==> src/rtl/wb_gpio_pkg.sv <==
// Shared constants and helpers for the Wishbone GPIO/interrupt controller.
// Register offsets are word indices (wbs_adr_i[7:2]).
package wb_gpio_pkg;

  localparam int unsigned MAX_IO   = 64;
  localparam int unsigned MAX_IRQ  = 3;
  localparam logic [7:0]  ID_MAGIC = 8'h47;

  localparam logic [5:0] REG_OUT_LO  = 6'h00;
  localparam logic [5:0] REG_OUT_HI  = 6'h01;
  localparam logic [5:0] REG_OEB_LO  = 6'h02;
  localparam logic [5:0] REG_OEB_HI  = 6'h03;
  localparam logic [5:0] REG_IN_LO   = 6'h04;
  localparam logic [5:0] REG_IN_HI   = 6'h05;
  localparam logic [5:0] REG_IE_LO   = 6'h06;
  localparam logic [5:0] REG_IE_HI   = 6'h07;
  localparam logic [5:0] REG_POL_LO  = 6'h08;
  localparam logic [5:0] REG_POL_HI  = 6'h09;
  localparam logic [5:0] REG_STAT_LO = 6'h0A;
  localparam logic [5:0] REG_STAT_HI = 6'h0B;
  localparam logic [5:0] REG_ID      = 6'h0C;

  // Pins feeding a given interrupt line: every pin i < n_io with i % n_irq == line.
  function automatic logic [MAX_IO-1:0] irq_line_mask(input int unsigned line,
                                                      input int unsigned n_io,
                                                      input int unsigned n_irq);
    logic [MAX_IO-1:0] m;
    m = '0;
    if (n_irq != 0 && n_irq <= MAX_IRQ) begin
      for (int unsigned i = 0; i < MAX_IO; i++) begin
        if (i < n_io && (i % n_irq) == line) m[i] = 1'b1;
      end
    end
    return m;
  endfunction

endpackage

==> src/rtl/wb_gpio_sync.sv <==
// N-bit pad input synchroniser followed by a registered filtered value.
// Define WB_GPIO_DEBOUNCE_EN to insert a per-pin DEB_CYCLES debounce counter.
module wb_gpio_sync #(
  parameter int unsigned N          = 38,
  parameter int unsigned STAGES     = 2,
  parameter int unsigned DEB_CYCLES = 8
) (
  input  logic         clk_i,
  input  logic         rst_ni,
  input  logic [N-1:0] d_i,
  output logic [N-1:0] q_o
);

  logic [STAGES-1:0][N-1:0] sync_q;
  logic [N-1:0]             raw;
  logic [N-1:0]             filt_q, filt_d;

  always_ff @(posedge clk_i or negedge rst_ni) begin
    if (!rst_ni) begin
      sync_q <= '0;
    end else begin
      sync_q[0] <= d_i;
      for (int unsigned s = 1; s < STAGES; s++) sync_q[s] <= sync_q[s-1];
    end
  end

  assign raw = sync_q[STAGES-1];

`ifdef WB_GPIO_DEBOUNCE_EN
  localparam int unsigned CNT_W = $clog2(DEB_CYCLES + 1);

  logic [N-1:0][CNT_W-1:0] cnt_q, cnt_d;

  // Filtered bit flips one cycle after DEB_CYCLES consecutive mismatches.
  always_comb begin
    filt_d = filt_q;
    cnt_d  = cnt_q;
    for (int unsigned i = 0; i < N; i++) begin
      if (raw[i] != filt_q[i]) begin
        if (cnt_q[i] == CNT_W'(DEB_CYCLES)) begin
          filt_d[i] = raw[i];
          cnt_d[i]  = '0;
        end else begin
          cnt_d[i] = cnt_q[i] + 1'b1;
        end
      end else begin
        cnt_d[i] = '0;
      end
    end
  end

  always_ff @(posedge clk_i or negedge rst_ni) begin
    if (!rst_ni) cnt_q <= '0;
    else         cnt_q <= cnt_d;
  end
`else
  logic unused_deb;
  assign unused_deb = (DEB_CYCLES != 0);

  always_comb filt_d = raw;
`endif

  always_ff @(posedge clk_i or negedge rst_ni) begin
    if (!rst_ni) filt_q <= '0;
    else         filt_q <= filt_d;
  end

  assign q_o = filt_q;

endmodule

==> src/rtl/wb_gpio_irq.sv <==
// Wishbone-slave GPIO block: per-pin OUT/OEB/IN, edge-triggered W1C status, user_irq.
// Optional input debounce via WB_GPIO_DEBOUNCE_EN (see wb_gpio_sync).
module wb_gpio_irq
  import wb_gpio_pkg::*;
#(
  parameter logic [31:0] ADDR_BASE   = 32'h3000_0000,
  parameter int unsigned N_IO        = 38,
  parameter int unsigned N_IRQ       = 3,
  parameter int unsigned SYNC_STAGES = 2,
  parameter int unsigned DEB_CYCLES  = 8
) (
  input  logic             wb_clk_i,
  input  logic             wb_rst_ni,
  input  logic             wbs_cyc_i,
  input  logic             wbs_stb_i,
  input  logic             wbs_we_i,
  input  logic [3:0]       wbs_sel_i,
  input  logic [31:0]      wbs_adr_i,
  input  logic [31:0]      wbs_dat_i,
  output logic             wbs_ack_o,
  output logic [31:0]      wbs_dat_o,
  input  logic [N_IO-1:0]  io_in,
  output logic [N_IO-1:0]  io_out,
  output logic [N_IO-1:0]  io_oeb,
  output logic [N_IRQ-1:0] user_irq
);

  localparam logic [63:0] PIN_MASK = (N_IO >= MAX_IO) ? '1 : ((64'd1 << N_IO) - 64'd1);
  localparam logic [31:0] ID_VAL   = {ID_MAGIC, 8'(N_IRQ), 8'(N_IO), 8'(SYNC_STAGES)};

  logic [63:0] out_q, out_d, oeb_q, oeb_d, ie_q, ie_d, pol_q, pol_d;
  logic [63:0] stat_q, stat_d, prev_q, in_w, w1c, edge_hit;
  logic [N_IO-1:0]  in_sync;
  logic [N_IRQ-1:0] irq_q, irq_d;
  logic        ack_q, ack_d;
  logic [31:0] dat_q, dat_d, rdata, bmask;
  logic [5:0]  idx;
  logic        hit, req, wr_en;
  logic        unused_adr;

  wb_gpio_sync #(
    .N          (N_IO),
    .STAGES     (SYNC_STAGES),
    .DEB_CYCLES (DEB_CYCLES)
  ) u_sync (
    .clk_i  (wb_clk_i),
    .rst_ni (wb_rst_ni),
    .d_i    (io_in),
    .q_o    (in_sync)
  );

  assign in_w       = 64'(in_sync);
  assign unused_adr = ^wbs_adr_i[1:0];
  assign idx        = wbs_adr_i[7:2];
  assign hit        = (wbs_adr_i[31:8] == ADDR_BASE[31:8]);
  // Gating on ack_q forces one idle cycle between acks of a held strobe.
  assign req        = wbs_cyc_i & wbs_stb_i & hit & ~ack_q;
  assign wr_en      = req & wbs_we_i;
  assign bmask      = {{8{wbs_sel_i[3]}}, {8{wbs_sel_i[2]}}, {8{wbs_sel_i[1]}}, {8{wbs_sel_i[0]}}};
  assign edge_hit   = (pol_q & in_w & ~prev_q) | (~pol_q & ~in_w & prev_q);

  function automatic logic [63:0] wr_merge(input logic [63:0] cur, input logic hi,
                                           input logic [31:0] dat, input logic [31:0] m);
    logic [63:0] r;
    r = cur;
    if (hi) r[63:32] = (cur[63:32] & ~m) | (dat & m);
    else    r[31:0]  = (cur[31:0]  & ~m) | (dat & m);
    return r & PIN_MASK;
  endfunction

  always_comb begin
    out_d = out_q;
    oeb_d = oeb_q;
    ie_d  = ie_q;
    pol_d = pol_q;
    w1c   = '0;
    if (wr_en) begin
      case (idx)
        REG_OUT_LO, REG_OUT_HI:   out_d = wr_merge(out_q, idx[0], wbs_dat_i, bmask);
        REG_OEB_LO, REG_OEB_HI:   oeb_d = wr_merge(oeb_q, idx[0], wbs_dat_i, bmask);
        REG_IE_LO,  REG_IE_HI:    ie_d  = wr_merge(ie_q,  idx[0], wbs_dat_i, bmask);
        REG_POL_LO, REG_POL_HI:   pol_d = wr_merge(pol_q, idx[0], wbs_dat_i, bmask);
        REG_STAT_LO:              w1c[31:0]  = wbs_dat_i & bmask;
        REG_STAT_HI:              w1c[63:32] = wbs_dat_i & bmask;
        default: ;
      endcase
    end
    // A new edge in the same cycle as its W1C keeps the bit set.
    stat_d = ((stat_q & ~w1c) | edge_hit) & PIN_MASK;
  end

  always_comb begin
    rdata = '0;
    case (idx)
      REG_OUT_LO:  rdata = out_q[31:0];
      REG_OUT_HI:  rdata = out_q[63:32];
      REG_OEB_LO:  rdata = oeb_q[31:0];
      REG_OEB_HI:  rdata = oeb_q[63:32];
      REG_IN_LO:   rdata = in_w[31:0];
      REG_IN_HI:   rdata = in_w[63:32];
      REG_IE_LO:   rdata = ie_q[31:0];
      REG_IE_HI:   rdata = ie_q[63:32];
      REG_POL_LO:  rdata = pol_q[31:0];
      REG_POL_HI:  rdata = pol_q[63:32];
      REG_STAT_LO: rdata = stat_q[31:0];
      REG_STAT_HI: rdata = stat_q[63:32];
      REG_ID:      rdata = ID_VAL;
      default:     rdata = '0;
    endcase
    ack_d = req;
    dat_d = req ? rdata : '0;
  end

  always_comb begin
    irq_d = '0;
    for (int unsigned k = 0; k < N_IRQ; k++) begin
      irq_d[k] = |(stat_q & ie_q & irq_line_mask(k, N_IO, N_IRQ));
    end
  end

  always_ff @(posedge wb_clk_i or negedge wb_rst_ni) begin
    if (!wb_rst_ni) begin
      out_q  <= '0;
      oeb_q  <= PIN_MASK;
      ie_q   <= '0;
      pol_q  <= '0;
      stat_q <= '0;
      prev_q <= '0;
      irq_q  <= '0;
      ack_q  <= 1'b0;
      dat_q  <= '0;
    end else begin
      out_q  <= out_d;
      oeb_q  <= oeb_d;
      ie_q   <= ie_d;
      pol_q  <= pol_d;
      stat_q <= stat_d;
      prev_q <= in_w;
      irq_q  <= irq_d;
      ack_q  <= ack_d;
      dat_q  <= dat_d;
    end
  end

  assign io_out    = out_q[N_IO-1:0];
  assign io_oeb    = oeb_q[N_IO-1:0];
  assign user_irq  = irq_q;
  assign wbs_ack_o = ack_q;
  assign wbs_dat_o = dat_q;

endmodule

==> config.mk <==
export PLATFORM = sky130hd
export DESIGN_NAME = wb_gpio_irq
export DESIGN_NICKNAME = d
export VERILOG_FILES = /design/src/rtl/wb_gpio_pkg.sv /design/src/rtl/wb_gpio_sync.sv /design/src/rtl/wb_gpio_irq.sv
export SDC_FILE = /design/constraint.sdc
export NUM_CORES = 1
export LEC_CHECK = 0
export BUFFER_PORTS_ARGS = -buffer_cell sky130_fd_sc_hd__buf_2
export CORE_UTILIZATION = 40
export DETAILED_ROUTE_END_ITERATION = 10
export PLACE_DENSITY = 0.57
export REMOVE_ABC_BUFFERS = 1
export SLEW_MARGIN = 25
export SYNTH_ARGS = -nofsm -noshare
export SYNTH_HDL_FRONTEND = slang
export SYNTH_SLANG_ARGS = --single-unit
==> constraint.sdc <==
create_clock -name wb_clk_i -period 2.65 [get_ports wb_clk_i]
set_input_delay 0 -clock wb_clk_i [delete_from_list [all_inputs] [get_ports wb_clk_i]]
set_output_delay 0 -clock wb_clk_i [all_outputs]
set_load 0.05 [all_outputs]
---- After elaboration in Yosys (flattened, before gate mapping) ----
Index checks and enable logic that the tools add are counted.
storage, ports and cells
  input bits .............................. 111
  flip-flop bits (word level) ............. 378
cells by class
  multiplexer cells ....................... 5
  bitwise operators ....................... 36
  reduce and logical (&&, ||, !) cells .... 16
  equal/unequal tests ..................... 13
operators with widths
  cell                  count
  $pmux 32 s13          1
  $and 38x38->38        6
  $and 32x32->32        5
  $not 38->38           4
  $or 32x32->32         4
  $or 38x38->38         2
  $mux 32               2
  $mux 38               1
  $not 32->32           1
  $eq 6x4->1 const B    5
  $reduce_or 13->1      2
  $and 6x6->6           4
  $eq 24x22->1 const B  1
  $eq 6x3->1 const B    4
  $or 6x6->6            4
  $reduce_and 3->1      8
  $eq 6x2->1 const B    2
  $reduce_or 12->1      1
  $reduce_or 2->1       4
  $eq 6x1->1 const B    1
  $logic_not 6->1       1
  $mux 6                1
  $and 1x1->1           4
  $not 1->1             2

---- Depth between registers and ports, before layout ----
  depth in word-level cells ............... 8
  gate-level depth with buffers ........... 8
  mapped depth without buffers ............ 4

---- By module ----
A second synthesis with hierarchy kept.
second synthesis, totals
  cell total of the unflattened synthesis .. 1,049
  area, all modules ....................... 14,836.7 um^2
by module, submodules not included
  module        instances  area each (um^2)  cells each
  wb_gpio_irq   1          11,984.0          935
  wb_gpio_sync  1          2,852.7           114

---- Worst setup path before layout ----
No wires, ideal clock.
  path type ............................... register to register
  from .................................... register ack_q (netlist: wbs_ack_o)
  to ...................................... register with a tool-made name
  stages on the path, launching flop included .. 6
  arrival time ............................ 2.333 ns
  data required time ...................... 2.525 ns
  period minus slack after synthesis ...... 2.458 ns
  path slack .............................. 0.192 ns
  library setup time ...................... 0.125 ns
  cells stage by stage .................... dfrtp_1 -> nor4_4 -> nand3_2 -> buf_6 -> nor4_4 -> mux2_4
RTL lines
  element                 RTL line            RTL
  start, declared         wb_gpio_irq.sv:35   logic ack_q, ack_d;
  start signal, assigned  wb_gpio_irq.sv:140  ack_q <= ack_d;

==> results.tsv <==
metric	value	unit
fin crit period	2.36	ns
number of buffers created by CTS	40	
LEAKAGE	0.00859	uW
most frequent cells in the layout	dfrtp_1, buf_2, mux2_2	
die height	195	um
Slew @ Worst Pin	0.653	ns
crit path DAT	2.84	ns
Startpoint Class	flip-flop	
Vias	10500	
final setup violation count	0	
Max IR drop VDD	0.000614	V
commonest non-fill, non-tap cell in the layout	dfrtp_1	
Post-CTS Setup Inserts	0	
RSZ-0062 raised after global routing	no	
CTS root buffer	clkbuf_16	
sequential area share after synthesis	64.1	%
Clock Path Buffers	3	
#FFs+latches synth	378	
vias per cell	5.54	
Port Buf Inserts	220	
CTS clk-pin slew, worst paths	0.06	ns
DR DRC count	0	
area grow syn2layout	28.1	%
EDFF count, synth	0	
die area	37900	sq um
Final Cycle Share	88.9	%
DR WL/cell	22.7	um
share of cells above drive strength 1	40.3	%
post-detail-place hpwl	28.7	mm
post-cts sizing count	0	
vias in the first global route	10500	
endpoint type of the worst setup path	flip-flop	
Hold Crit Class	primary input to flip-flop	
Layout Cells excl Fill	1894	
fmax	424	MHz
status	completed	
Starting Density	40.6	%
CTS tree	yes	
Nets	1506	
Final Hold Fails	0	
Rel. slew slack	56.5	%
total number of yosys warnings	0	
largest net degree at the start of global routing	78	
worst hold start	wbs_adr_i[4]	
Clk Latency, worst-skew pair	0.56	ns
number of DRC markers in iteration 0	844	
I/O Pins	223	
cell count of the worst hold path	4	
Max-Cap Viols	0	
Core Footprint	36500	sq um
Setup CP Type	flip-flop to flip-flop	
cell area power density	633	nW/um^2
CTS sink cnt	378	
Slew Viols, Final	0	
routability-driven placement congestion ratio	0.843	
FFs w/ async S/R, synth	100	%
# rows	70	
syn_area_per_cell	14.1	sq um
Synth Cell Area	14800	sq um
r2r setup slk	0.29	ns
Crit Path Max Fanout	8	
main flop type after synthesis	dfrtp_1	
Min-Delay Endpoint	wbs_dat_o[0]	
Cells after DPL	1744	
first-pass GRT wire length	65.6	mm
initial antenna violation count	4	
gr ovfl total	0	
R2R Path Start	wbs_ack_o	
CTS H-tree lvls	2	
Post-DRT Antenna Nets	0	
dpl cell area	16900	sq um
worst reg2reg path depth	6	
final WL	43.1	mm
Critical Path RT	3.13	ns
final clock skew	0.0115	ns
post-route cell area	19000	sq um
Syn Inst Count	1049	
First-pass DRT Iterations	8	
gr usage total	23.0	%
Synth cell types	44	
Die Wd	195	um
kinds of logic after synthesis:
kind of cell / synth area share, %
buffers and inverters: 1.39
multiplexers: 14.5
flip-flops: 64.1
AO/OA/AOI/OAI: 10.2
AND/OR/NAND/NOR: 9.86
synth_stat cells (2+ instances only):
| cell type | count | share of area (%) |
|---|---|---|
| mux2_2 | 131 | 9.9 |
| mux4_2 | 16 | 2.4 |
| a22o_1 | 5 | 0.30 |
| nand3_1 | 44 | 1.5 |
| nor4b_1 | 2 | 0.12 |
| nor2_1 | 46 | 1.2 |
| o21ai_0 | 2 | 0.067 |
| nor2b_1 | 4 | 0.17 |
| buf_1 | 9 | 0.23 |
| mux2_4 | 16 | 1.6 |
| nor4_1 | 4 | 0.17 |
| nand2_1 | 110 | 2.8 |
| a222oi_1 | 21 | 1.4 |
| a21oi_1 | 7 | 0.24 |
| mux2i_1 | 2 | 0.13 |
| nor3_2 | 2 | 0.13 |
| o211ai_1 | 38 | 1.9 |
| a22oi_1 | 43 | 2.2 |
| a31oi_1 | 24 | 1.0 |
| nor4_2 | 2 | 0.17 |
| o31ai_1 | 38 | 1.9 |
| a41oi_1 | 2 | 0.12 |
| buf_2 | 3 | 0.10 |
| dfstp_2 | 38 | 6.7 |
| nor4_4 | 18 | 2.6 |
| a221oi_1 | 16 | 0.94 |
| clkbuf_1 | 37 | 0.94 |
| dfrtp_1 | 340 | 57 |
| nand4_1 | 5 | 0.21 |
| and2_1 | 6 | 0.25 |
| mux2_1 | 5 | 0.38 |
per-stage QoR:
stage	util, %	setup slack, ns	total power (uW)	hold slack (ns)	TNS (ns)
4_1_cts	52.0	0.301	12200	0.000744	0
2_1_floorplan	-	-1.49	6140	-0.296	-283.74
3_5_place_dp	46.3	0.269	6510	0.0428	0
6_report	52.0	0.293	12000	0.0278	0
3_3_place_gp	46.3	0.309	6500	0.0362	0
5_1_grt	52.0	0.226	12500	0.0481	0
what timing repair did:
| item | 4_1_cts | 5_1_grt |
|---|---|---|
| hold buffers | 77 | 0 |
| endpoints found under the hold margin | 580 | 0 |
| setup endpoints to repair | 0 | 0 |
layer usage:
metal,vias to the layer above,global-route usage [%],wire (um)
met3,64,5.33,2900
met5,-,0,29
met2,390,36.3,20500
li1,4649,-,-
met1,5386,31.9,18800
met4,6,6.08,816
final cells by class:
| class | instances | area, sq um |
|---|---|---|
| fillers | 3080 | 17500 |
| flip-flops and latches | 378 | 9510 |
| multi-input cells | 620 | 5150 |
| clock inverters | 9 | 82.6 |
| diodes | 1 | 2.50 |
| well taps | 468 | 586 |
| clock buffers | 63 | 1230 |
| repair buffers | 355 | 2440 |
worst max-delay path: stages, from the launching register on:
cell and delay [ns]:
dfrtp_1 0.40, nor4_4 0.27, nand3_2 0.36, buf_4 0.32, nor4_2 0.35, buf_4 0.24, mux2_2 0.35
where the power goes:
group          internal (uW)  total [uW]  switching, uW
sequential              5890        5960           65.7
combinational            214         530            316
clock                   3280        5540           2260
total                   9390       12000           2640
worst max path at each step:
stage / start / to / slack, ns / depth (start not counted)
5_1_grt: wbs_ack_o / flip-flop / 0.23 / 6
6_report: wbs_ack_o / flip-flop / 0.29 / 6
2_1_floorplan: wbs_adr_i[18] / flip-flop / -1.49 / 4
3_5_place_dp: wbs_adr_i[20] / flip-flop / 0.27 / 7
4_1_cts: wbs_ack_o / flip-flop / 0.30 / 6
3_3_place_gp: wbs_adr_i[20] / flip-flop / 0.31 / 7
(Power assumes the default switching activity.)
